<file path="src/rtl/fetch_sequencer.sv">
// ---------------------------------------------------------------------------
// fetch_sequencer
//
// Drives the ROI/POI fetch stage during mosaic stitching. A start pulse in
// IDLE launches a sweep over every POI of the core grid. Each POI gets
// WIN_ROWS window-row reads. The ROI address of the first pixel of each
// window row is derived from the POI grid position. Data returning from the
// fetch stage one cycle after each issue is tagged with valid/last flags.
//
// Handshake: `stall` is downstream backpressure. In RUN, `en` is the issue
// strobe and equals !stall in the same cycle, so a row issues exactly in the
// cycles where en=1. Counters and addresses only move on an issue, so a
// stalled row is presented again, unchanged, in the next cycle.
//
// Ports
//   clk            in   rising-edge clock
//   reset          in   synchronous, active-high
//   start          in   begin a sweep (sampled only in IDLE)
//   stall          in   downstream backpressure
//   en             out  issue strobe (combinational from stall in RUN)
//   w_addr_re      out  ROI address {row, col} of the window row's first pixel
//   POI_addr_re    out  POI index {py, px}
//   w_row          out  window row index
//   out_valid      out  fetch outputs carry valid data this cycle
//   out_poi_last   out  valid data is the last row of a POI
//   out_frame_last out  valid data is the last row of the last POI
//   busy           out  sweep in progress (RUN, DRAIN, DONE)
//   done           out  one-cycle completion pulse
//   dbg_state      out  current FSM state (0 IDLE, 1 RUN, 2 DRAIN, 3 DONE)
// ---------------------------------------------------------------------------
module fetch_sequencer #(
    parameter int ROI_DEPTH = 6,
    parameter int ROI_WIDTH = 6,
    parameter int POI_DEPTH = 4,
    parameter int POI_WIDTH = 4,
    parameter int WIN_ROWS  = 32,
    parameter int WIN_COLS  = 32
) (
    input  logic                           clk,
    input  logic                           reset,
    input  logic                           start,
    input  logic                           stall,
    output logic                           en,
    output logic [ROI_DEPTH+ROI_WIDTH-1:0] w_addr_re,
    output logic [POI_DEPTH+POI_WIDTH-1:0] POI_addr_re,
    output logic [4:0]                     w_row,
    output logic                           out_valid,
    output logic                           out_poi_last,
    output logic                           out_frame_last,
    output logic                           busy,
    output logic                           done,
    output logic [1:0]                     dbg_state
);

    localparam int PW = POI_DEPTH + POI_WIDTH;

    typedef enum logic [1:0] {
        IDLE  = 2'd0,
        RUN   = 2'd1,
        DRAIN = 2'd2,
        DONE  = 2'd3
    } state_t;

    localparam logic [4:0] ROW_LAST = 5'(WIN_ROWS - 1);

    // Rightmost column at which a full WIN_COLS-wide window still fits.
    localparam logic [ROI_WIDTH-1:0] OX_MAX = ROI_WIDTH'((1 << ROI_WIDTH) - WIN_COLS);

    state_t         state;
    logic [4:0]     row_cnt;
    logic [PW-1:0]  poi_cnt;

    logic           row_last;
    logic           poi_last;

    logic [POI_DEPTH-1:0] py;
    logic [POI_WIDTH-1:0] px;
    logic [ROI_DEPTH-1:0] oy;
    logic [ROI_WIDTH-1:0] ox_raw;
    logic [ROI_WIDTH-1:0] ox;
    logic [ROI_DEPTH-1:0] row;

    assign row_last = (row_cnt == ROW_LAST);
    assign poi_last = (poi_cnt == {PW{1'b1}});

    // The only combinational output: issue follows stall in the same cycle.
    assign en = (state == RUN) && !stall;

    // Address generation straight from the registered counters. In IDLE the
    // counters are cleared, and after the final issue they have wrapped to
    // zero, so the addresses read zero outside RUN.
    assign py     = poi_cnt[PW-1:POI_WIDTH];
    assign px     = poi_cnt[POI_WIDTH-1:0];
    assign oy     = ROI_DEPTH'(py) << (ROI_DEPTH - POI_DEPTH);
    assign ox_raw = ROI_WIDTH'(px) << (ROI_WIDTH - POI_WIDTH);
    assign ox     = (ox_raw > OX_MAX) ? OX_MAX : ox_raw;
    // Truncation is intentional: window rows wrap modulo the ROI height.
    assign row    = oy + ROI_DEPTH'(row_cnt);

    assign w_addr_re   = {row, ox};
    assign POI_addr_re = poi_cnt;
    assign w_row       = row_cnt;
    assign dbg_state   = state;

    always_ff @(posedge clk) begin
        if (reset) begin
            state          <= IDLE;
            row_cnt        <= '0;
            poi_cnt        <= '0;
            out_valid      <= 1'b0;
            out_poi_last   <= 1'b0;
            out_frame_last <= 1'b0;
            busy           <= 1'b0;
            done           <= 1'b0;
        end else begin
            // Return tagging lines up with the fetch stage's one-cycle latency.
            out_valid      <= en;
            out_poi_last   <= en && row_last;
            out_frame_last <= en && row_last && poi_last;
            done           <= 1'b0;

            case (state)
                IDLE: begin
                    row_cnt <= '0;
                    poi_cnt <= '0;
                    busy    <= 1'b0;
                    if (start) begin
                        state <= RUN;
                        busy  <= 1'b1;
                    end
                end

                RUN: begin
                    if (en) begin
                        if (row_last) begin
                            row_cnt <= '0;
                            // poi_cnt wraps to zero after the final POI.
                            poi_cnt <= poi_cnt + 1'b1;
                            if (poi_last) begin
                                state <= DRAIN;
                            end
                        end else begin
                            row_cnt <= row_cnt + 5'd1;
                        end
                    end
                end

                // One cycle for the last fetch result to emerge.
                DRAIN: begin
                    state <= DONE;
                    done  <= 1'b1;
                end

                DONE: begin
                    state <= IDLE;
                    busy  <= 1'b0;
                end

                default: begin
                    state <= IDLE;
                    busy  <= 1'b0;
                end
            endcase
        end
    end

endmodule

</file>
<file path="config.mk">
export PLATFORM = sky130hd
export DESIGN_NAME = fetch_sequencer
export DESIGN_NICKNAME = d
export VERILOG_FILES = /design/src/rtl/fetch_sequencer.sv
export SDC_FILE = /design/constraint.sdc
export NUM_CORES = 1
export LEC_CHECK = 0
export ABC_AREA = 1
export CAP_MARGIN = 20
export CORE_UTILIZATION = 49
export DETAILED_ROUTE_END_ITERATION = 6
export PLACE_DENSITY = 0.82
export RECOVER_POWER = 50
export REMOVE_ABC_BUFFERS = 1
export SYNTH_ARGS = -nofsm -noshare
export SYNTH_HDL_FRONTEND = slang
export SYNTH_SLANG_ARGS = --single-unit
</file>
<file path="constraint.sdc">
create_clock -name clk -period 2.77 [get_ports clk]
set_input_delay 0.554 -clock clk [delete_from_list [all_inputs] [get_ports clk]]
set_output_delay 0.554 -clock clk [all_outputs]
set_load 0.01 [all_outputs]
</file>
==> metrics.txt, run 1 <==
# TYPE chip_impl_metric gauge
chip_impl_metric{name="final_cell_count_no_fill",unit=""} 219
chip_impl_metric{name="die_height",unit="um"} 51.4
chip_impl_info{name="timing.critical_path.cells",value="ha_1 -> fa_1 -> xor2_1 -> clkdlybuf4s50_1"} 1
chip_impl_metric{name="grt_usage",unit="%"} 22.7
chip_impl_metric{name="finalNetCount",unit=""} 209
chip_impl_metric{name="cts-root-to-sink-buffers",unit=""} 2
chip_impl_info{name="mostFrequentLayoutCell",value="nand2_1"} 1
chip_impl_metric{name="p_leak",unit="nW"} 0.709
chip_impl_metric{name="post-route-drc-count",unit=""} 0
chip_impl_metric{name="largest_net_degree_at_the_start_of_global_routing",unit=""} 12
chip_impl_metric{name="clk-insertion-delay-late",unit="ps"} 300
chip_impl_metric{name="post_detailed_placement_cell_area",unit="um2"} 1520
chip_impl_metric{name="synthesized_instance_count",unit=""} 159
chip_impl_info{name="critical-path-slowest-cell",value="clkdlybuf4s50_1"} 1
chip_impl_info{name="min_to",value="busy$_SDFFE_PP0P_"} 1
chip_impl_metric{name="maxSlewViolCount",unit=""} 0
chip_impl_metric{name="num_vias",unit=""} 1111
chip_impl_info{name="clock_tree_from_tritoncts",value="done"} 1
chip_impl_metric{name="number_of_setup_buffers_added_after_cts",unit=""} 0
chip_impl_info{name="crit_path_end_kind",value="output pin"} 1
chip_impl_metric{name="grt_pass1_vias",unit=""} 1064
chip_impl_metric{name="drt_iter0_drc",unit=""} 26
chip_impl_metric{name="dpl.cell_count",unit=""} 215
chip_impl_info{name="cts_root_buf",value="clkbuf_4"} 1
chip_impl_metric{name="io_pins",unit=""} 37
chip_impl_metric{name="final.period_utilization",unit="%"} 93.2
chip_impl_metric{name="worst-endpoint-arrival",unit="ps"} 2030
chip_impl_metric{name="report.final.hold_viol_count",unit=""} 0
chip_impl_metric{name="detail_route.vias_per_cell",unit=""} 5.07
chip_impl_info{name="outcome",value="finished, final reports clean"} 1
chip_impl_metric{name="seq_area_frac_synth",unit="%"} 33.5
chip_impl_metric{name="synth.avg_cell_area",unit="um2"} 7.52
chip_impl_metric{name="fp.dieArea",unit="um2"} 2640
chip_impl_metric{name="wl",unit="um"} 2630
chip_impl_info{name="unrepaired_setup_endpoints_after_global_routing",value="false"} 1
chip_impl_metric{name="antenna_cells",unit=""} 0
chip_impl_info{name="layout_common_cells",value="34 x nand2_1, 24 x clkdlybuf4s50_1, 21 x inv_1, 21 x nor2_1, 20 x dfxtp_1"} 1
chip_impl_metric{name="ys_seq_elements",unit=""} 20
chip_impl_metric{name="synth_cell_types",unit=""} 29
chip_impl_metric{name="worstRegToRegCells",unit=""} 11
chip_impl_info{name="crit-reg2reg-launch",value="w_row[0]$_SDFFE_PP0P_"} 1
chip_impl_metric{name="postCtsResizedCells",unit=""} 0
chip_impl_metric{name="routed_antenna_nets",unit=""} 0
chip_impl_metric{name="cts_inserted_buffers",unit=""} 3
chip_impl_metric{name="clk_transition_reported_paths",unit="ps"} 120
chip_impl_metric{name="rrSetupSlack",unit="ps"} 1000
chip_impl_info{name="timing_worst_setup_path_type",value="reg2out"} 1
chip_impl_metric{name="power.density_cell_area",unit="nW/um2"} 623
chip_impl_metric{name="post_route_cells_drive_above_1_share",unit="%"} 4.71
chip_impl_metric{name="post_drt_wl_per_cell",unit="um"} 12.0
chip_impl_metric{name="largest_stage_delay_worst_path",unit="ps"} 550
chip_impl_metric{name="numPortBuffers",unit=""} 34
chip_impl_metric{name="worstHoldPathCells",unit=""} 1
chip_impl_metric{name="cts_hold_repair.buffers",unit=""} 0
chip_impl_metric{name="routabilityCongestion",unit=""} 0.794
chip_impl_metric{name="post-dp-hpwl",unit="um"} 2070
chip_impl_metric{name="global_route.overflow_total",unit=""} 0
chip_impl_metric{name="drt-pass1-iter-count",unit=""} 4
chip_impl_metric{name="setup_tns",unit="ps"} 0
chip_impl_metric{name="setup_violations",unit=""} 0
chip_impl_metric{name="fill_cells",unit=""} 219
chip_impl_metric{name="global_route_wire_length_before_repair",unit="um"} 4550
chip_impl_metric{name="core_area",unit="um2"} 2250
chip_impl_metric{name="ys.warnings.count",unit=""} 0
chip_impl_metric{name="clock.fmax",unit="GHz"} 0.387
chip_impl_metric{name="worst-endpoint-required",unit="ps"} 2220
chip_impl_metric{name="synthesis.area",unit="um2"} 1190
chip_impl_metric{name="site_rows",unit=""} 17
chip_impl_metric{name="h_tree_level_count",unit=""} 1
chip_impl_metric{name="antenna_found_initial",unit=""} 0
chip_impl_metric{name="design_area",unit="um2"} 1530
chip_impl_metric{name="max-vdd-ir-drop",unit="V"} 0.000546
chip_impl_info{name="endpoint_of_the_most_critical_register_to_register_path",value="POI_addr_re[4]$_SDFFE_PP0P_"} 1
chip_impl_metric{name="area_added_between_synthesis_and_finish",unit="%"} 28.1
chip_impl_info{name="critical_path.startpoint_type",value="flip-flop"} 1
chip_impl_metric{name="clock_skew",unit="ps"} 0.830
chip_impl_metric{name="initial_core_util",unit="%"} 53.0
chip_impl_metric{name="timing.critical_path.fanout_max",unit=""} 6
chip_impl_metric{name="min_period",unit="ps"} 2580
chip_impl_info{name="worstHoldStart",value="busy$_SDFFE_PP0P_"} 1
chip_impl_metric{name="cts.sinks",unit=""} 20
chip_impl_metric{name="fp.dieW",unit="um"} 51.4
chip_impl_info{name="worst_hold_path_type",value="reg2reg"} 1
chip_impl_metric{name="max-cap-violations",unit=""} 0
[Yosys cell counts]
master    count  share of area (%)
inv_2         1               0.31
and3_1        1               0.52
fa_1          1                1.7
or2_1         1               0.52
dfxtp_1      20                 34
xor2_1        3                2.2
nor3_1        1               0.42
ha_1         12                 13
nand4_1       2                1.0
inv_1        21                6.6
o211a_1       1               0.84
buf_6         1               0.94
buf_4         4                2.5
nand2_4       3                2.8
o21ai_0       6                2.5
nand2_2       1               0.52
conb_1        1               0.31
a21oi_1      12                5.0
nand2_1      32                 10
o21ai_2       1               0.73
nand3_1       5                2.1
nor2_1       20                6.3
buf_2         1               0.42
clkbuf_1      1               0.31
a211oi_1      2                1.3
nor2_2        2                1.0
o21a_1        1               0.63
a32o_1        1               0.84
nand3_4       1                1.5
[state kept, by name (all words and copies together) (netlist names)]
| name | count |
|---|---|
| POI_addr_re | 8 |
| w_row | 5 |
| dbg_state | 2 |
| busy | 1 |
| done | 1 |
| out_frame_last | 1 |
| out_poi_last | 1 |
| out_valid | 1 |
[area by class of cell]
cell class	instances	area [um2]	share of cell area, %
clock buffers	4	36.3	2.37
repair buffers	34	340	22.2
flip-flops and latches	20	400	26.2
multi-input cells	111	636	41.5
well taps	28	35.0	2.29
inverters	22	82.6	5.40
[metrics by stage]
stage	utilization [%]	total power, W	hold WS, ps	worst slack [ps]
after CTS	69.2	0.000991	502	191
after global routing	67.9	0.00102	517	110
after floorplan	-	0.000647	519	1010
after detailed placement	67.6	0.000817	472	434
final	67.9	0.000954	497	188
after global placement	67.6	0.000795	468	437
[layer usage]
layer / share of wire [%] / up-vias / track usage, %
met1: 43 / 519 / 26.1
met4: 0.61 / 0 / 6.31
met3: 3.2 / 2 / 3.87
met2: 53 / 27 / 42.2
li1: - / 563 / -
met5: 0 / - / 0
[power by group]
part	internal (W)	switching [W]	total, W	leakage, nW
registers	0.000325	0.0000313	0.000356	0.163
logic	0.000174	0.000248	0.000423	0.526
clock network	0.0000801	0.0000945	0.000175	0.0210
[kinds of logic (layout without fill, tap and decap cells)]
group | count (synthesis) | after routing | share of synthesized area [%]
XOR/XNOR | 3 | 3 | 2.20
buffers and inverters | 29 | 60 | 11.1
adder cells (fa/ha/maj) | 13 | 13 | 14.2
other | 1 | 2 | 0.314
flip-flops | 20 | 20 | 33.5
AO/OA/AOI/OAI | 24 | 24 | 11.8
AND/OR/NAND/NOR | 69 | 69 | 26.8
[worst max path at each step]
stage / endpoint / slack [ps] / from
2_1_floorplan: w_addr_re[10] / 1010 / POI_addr_re[4]$_SDFFE_PP0P_
3_3_place_gp: en / 440 / stall
3_5_place_dp: en / 430 / stall
4_1_cts: w_addr_re[10] / 190 / POI_addr_re[4]$_SDFFE_PP0P_
5_1_grt: w_addr_re[10] / 110 / POI_addr_re[4]$_SDFFE_PP0P_
6_report: w_addr_re[10] / 190 / POI_addr_re[4]$_SDFFE_PP0P_
[worst max-delay path: cells and delay by family (launching register included)]
kind / cells / cell delay, ps
xor+xnor: 1 / 180
fa+ha+maj: 2 / 620
buf+inv: 1 / 550
flops: 1 / 380
Power figures use the tool's default switching activity.
==> run 2: changes to the inputs <==
Settings changed: CORE_MARGIN from default to 5.
==> run 2 against run 1 <==
First-iteration DRC count up 23%. Total power up 6.9%. Non-clock buffer count is the same. Largest cell class unchanged. Hold slack worse by 4.8 ps. Cell count stayed put. Sequential share of layout area shrank 0.44 points. Sequential cell count did not move. Clock skew increased by 10 ps. Utilization increased by 0.52 points.
==> metrics.txt, run 2 (same netlist as run 1, synthesis figures left out) <==
# TYPE chip_impl_metric gauge
chip_impl_info{name="critical-path-slowest-cell",value="clkdlybuf4s50_1"} 1
chip_impl_info{name="worst_hold_path_type",value="reg2reg"} 1
chip_impl_metric{name="routed_antenna_nets",unit=""} 0
chip_impl_metric{name="grt_use_met2",unit="%"} 31.2
chip_impl_metric{name="core_area",unit="um2"} 2280
chip_impl_info{name="critPathTopFamily",value="buffers and inverters"} 1
chip_impl_metric{name="grt_pass1_vias",unit=""} 1104
chip_impl_metric{name="largest_reg_flops",unit=""} 8
chip_impl_metric{name="detail_route.vias_per_cell",unit=""} 4.98
chip_impl_metric{name="clk-insertion-delay-late",unit="ps"} 310
chip_impl_metric{name="dpl.cell_count",unit=""} 215
chip_impl_metric{name="grt_usage",unit="%"} 16.1
chip_impl_info{name="timing_worst_setup_path_type",value="reg2out"} 1
chip_impl_metric{name="antenna_found_initial",unit=""} 0
chip_impl_metric{name="worst-endpoint-arrival",unit="ps"} 2020
chip_impl_info{name="cts_root_buf",value="clkbuf_4"} 1
chip_impl_metric{name="initial_core_util",unit="%"} 52.5
chip_impl_metric{name="cts-root-to-sink-buffers",unit=""} 2
chip_impl_metric{name="fp.dieArea",unit="um2"} 3530
chip_impl_info{name="busiest_metal_layer_after_global_routing",value="met2"} 1
chip_impl_metric{name="grt.met3_usage",unit="%"} 5.01
chip_impl_info{name="unrepaired_setup_endpoints_after_global_routing",value="false"} 1
chip_impl_metric{name="clock.fmax",unit="GHz"} 0.388
chip_impl_info{name="layout_common_cells",value="33 x nand2_1, 23 x clkdlybuf4s50_1, 21 x inv_1, 20 x dfxtp_1, 20 x nor2_1"} 1
chip_impl_metric{name="maxSlewViolCount",unit=""} 0
chip_impl_metric{name="drt_iter0_drc",unit=""} 32
chip_impl_metric{name="share_seq_of_total_power",unit="%"} 34.9
chip_impl_metric{name="final_cell_count_no_fill",unit=""} 219
chip_impl_metric{name="io_pins",unit=""} 37
chip_impl_info{name="clock_tree_from_tritoncts",value="done"} 1
chip_impl_metric{name="clock_skew",unit="ps"} 11.0
chip_impl_metric{name="routabilityCongestion",unit=""} 0.760
chip_impl_metric{name="max-cap-violations",unit=""} 0
chip_impl_metric{name="num_vias",unit=""} 1091
chip_impl_metric{name="report.final.hold_viol_count",unit=""} 0
chip_impl_metric{name="p_leak",unit="nW"} 0.729
chip_impl_metric{name="global_route.overflow_total",unit=""} 0
chip_impl_metric{name="power.density_cell_area",unit="nW/um2"} 655
chip_impl_metric{name="timing.critical_path.fanout_max",unit=""} 5
chip_impl_metric{name="max-vdd-ir-drop",unit="V"} 0.000498
chip_impl_metric{name="cts.sinks",unit=""} 20
chip_impl_metric{name="global_route_wire_length_before_repair",unit="um"} 4320
chip_impl_metric{name="post_route_cells_drive_above_1_share",unit="%"} 5.76
chip_impl_metric{name="net-switching-power",unit="W"} 0.000369
chip_impl_metric{name="area_added_between_synthesis_and_finish",unit="%"} 30.3
chip_impl_metric{name="worst-endpoint-required",unit="ps"} 2220
chip_impl_info{name="critical_path.startpoint_type",value="flip-flop"} 1
chip_impl_metric{name="cts_inserted_buffers",unit=""} 3
chip_impl_info{name="timing.critical_path.cells",value="ha_1 -> a21oi_1 -> nand2_1 -> xor2_1 -> clkdlybuf4s50_1"} 1
chip_impl_metric{name="netSwitchingFraction",unit="%"} 36.2
chip_impl_metric{name="combined_buffer_and_inverter_count_along_the_critical_path",unit=""} 1
chip_impl_metric{name="p_clk_share",unit="%"} 23.7
chip_impl_metric{name="final.period_utilization",unit="%"} 93.0
chip_impl_info{name="crit_path_end_kind",value="output pin"} 1
chip_impl_metric{name="die_height",unit="um"} 59.4
chip_impl_metric{name="setup_violations",unit=""} 0
chip_impl_metric{name="fill_cells",unit=""} 199
chip_impl_metric{name="fin_ws",unit="ps"} 194
chip_impl_metric{name="power.combinational.fraction",unit="%"} 41.4
chip_impl_metric{name="fp.dieW",unit="um"} 59.4
chip_impl_metric{name="post-route-drc-count",unit=""} 0
chip_impl_info{name="mostFrequentLayoutCell",value="nand2_1"} 1
chip_impl_metric{name="largest_net_degree_at_the_start_of_global_routing",unit=""} 13
chip_impl_metric{name="clk_transition_reported_paths",unit="ps"} 120
chip_impl_metric{name="post-dp-hpwl",unit="um"} 2140
chip_impl_metric{name="detailedPlace.worstSlack",unit="ps"} 451
chip_impl_metric{name="postCtsResizedCells",unit=""} 0
chip_impl_metric{name="largest_stage_delay_worst_path",unit="ps"} 550
chip_impl_metric{name="h_tree_level_count",unit=""} 1
chip_impl_metric{name="cell_internal_pwr",unit="W"} 0.000650
chip_impl_metric{name="post_drt_wl_per_cell",unit="um"} 12.2
chip_impl_metric{name="numPortBuffers",unit=""} 34
chip_impl_metric{name="grtUsageMet1",unit="%"} 15.3
chip_impl_metric{name="drt-pass1-iter-count",unit=""} 4
chip_impl_metric{name="min_period",unit="ps"} 2580
chip_impl_metric{name="finished_core_util",unit="%"} 68.4
chip_impl_metric{name="cts_hold_repair.buffers",unit=""} 0
chip_impl_metric{name="antenna_cells",unit=""} 0
chip_impl_metric{name="setup_tns",unit="ps"} 0
chip_impl_metric{name="wl",unit="um"} 2660
chip_impl_info{name="outcome",value="finished, final reports clean"} 1
chip_impl_metric{name="finalNetCount",unit=""} 209
chip_impl_metric{name="number_of_setup_buffers_added_after_cts",unit=""} 0
chip_impl_metric{name="site_rows",unit=""} 17
run 2: area by class of cell:
type	count	area, um2	share of cell area (%)
Multi-Input combinational cell	111	646	41.5
Inverter	22	82.6	5.31
Timing Repair Buffer	34	340	21.9
Tap cell	28	35.0	2.25
Clock inverter	1	30.0	1.93
Sequential cell	20	400	25.7
Clock buffer	3	22.5	1.45
run 2: through the flow:
step / hold WS [ps] / area (um2) / power (W)
3_5_place_dp: 470 / 1520 / 0.000811
4_1_cts: 504 / 1580 / 0.00105
2_1_floorplan: 519 / 1150 / 0.000647
5_1_grt: 532 / 1560 / 0.00109
6_report: 492 / 1560 / 0.00102
3_3_place_gp: 470 / 1520 / 0.000794
run 2: power groups by stage:
| stage | sequential [W] | combinational [W] | clock [W] |
|---|---|---|---|
| after CTS | 0.000357 | 0.000450 | 0.000246 |
| after global placement | 0.000362 | 0.000433 | 0 |
| after floorplan | 0.000380 | 0.000267 | 0 |
| after detailed placement | 0.000364 | 0.000447 | 0 |
| final | 0.000356 | 0.000422 | 0.000242 |
| after global routing | 0.000362 | 0.000472 | 0.000260 |
run 2: worst paths after layout:
check	from	to	slack, ps	cells after the start
worst max-delay path	w_row[4]$_SDFFE_PP0P_	w_addr_re[11]	190	5
worst min-delay path	busy$_SDFFE_PP0P_	busy$_SDFFE_PP0P_	490	1
worst max register to register	w_row[0]$_SDFFE_PP0P_	POI_addr_re[5]$_SDFFE_PP0P_	960	11
worst min register to register	busy$_SDFFE_PP0P_	busy$_SDFFE_PP0P_	490	1
run 2: layer usage:
| metal | share of wire, % | routed length, um |
|---|---|---|
| met1 | 41 | 1080 |
| met2 | 51 | 1360 |
| met3 | 6.9 | 183 |
| met4 | 1.4 | 38 |
| met5 | 0 | 0 |
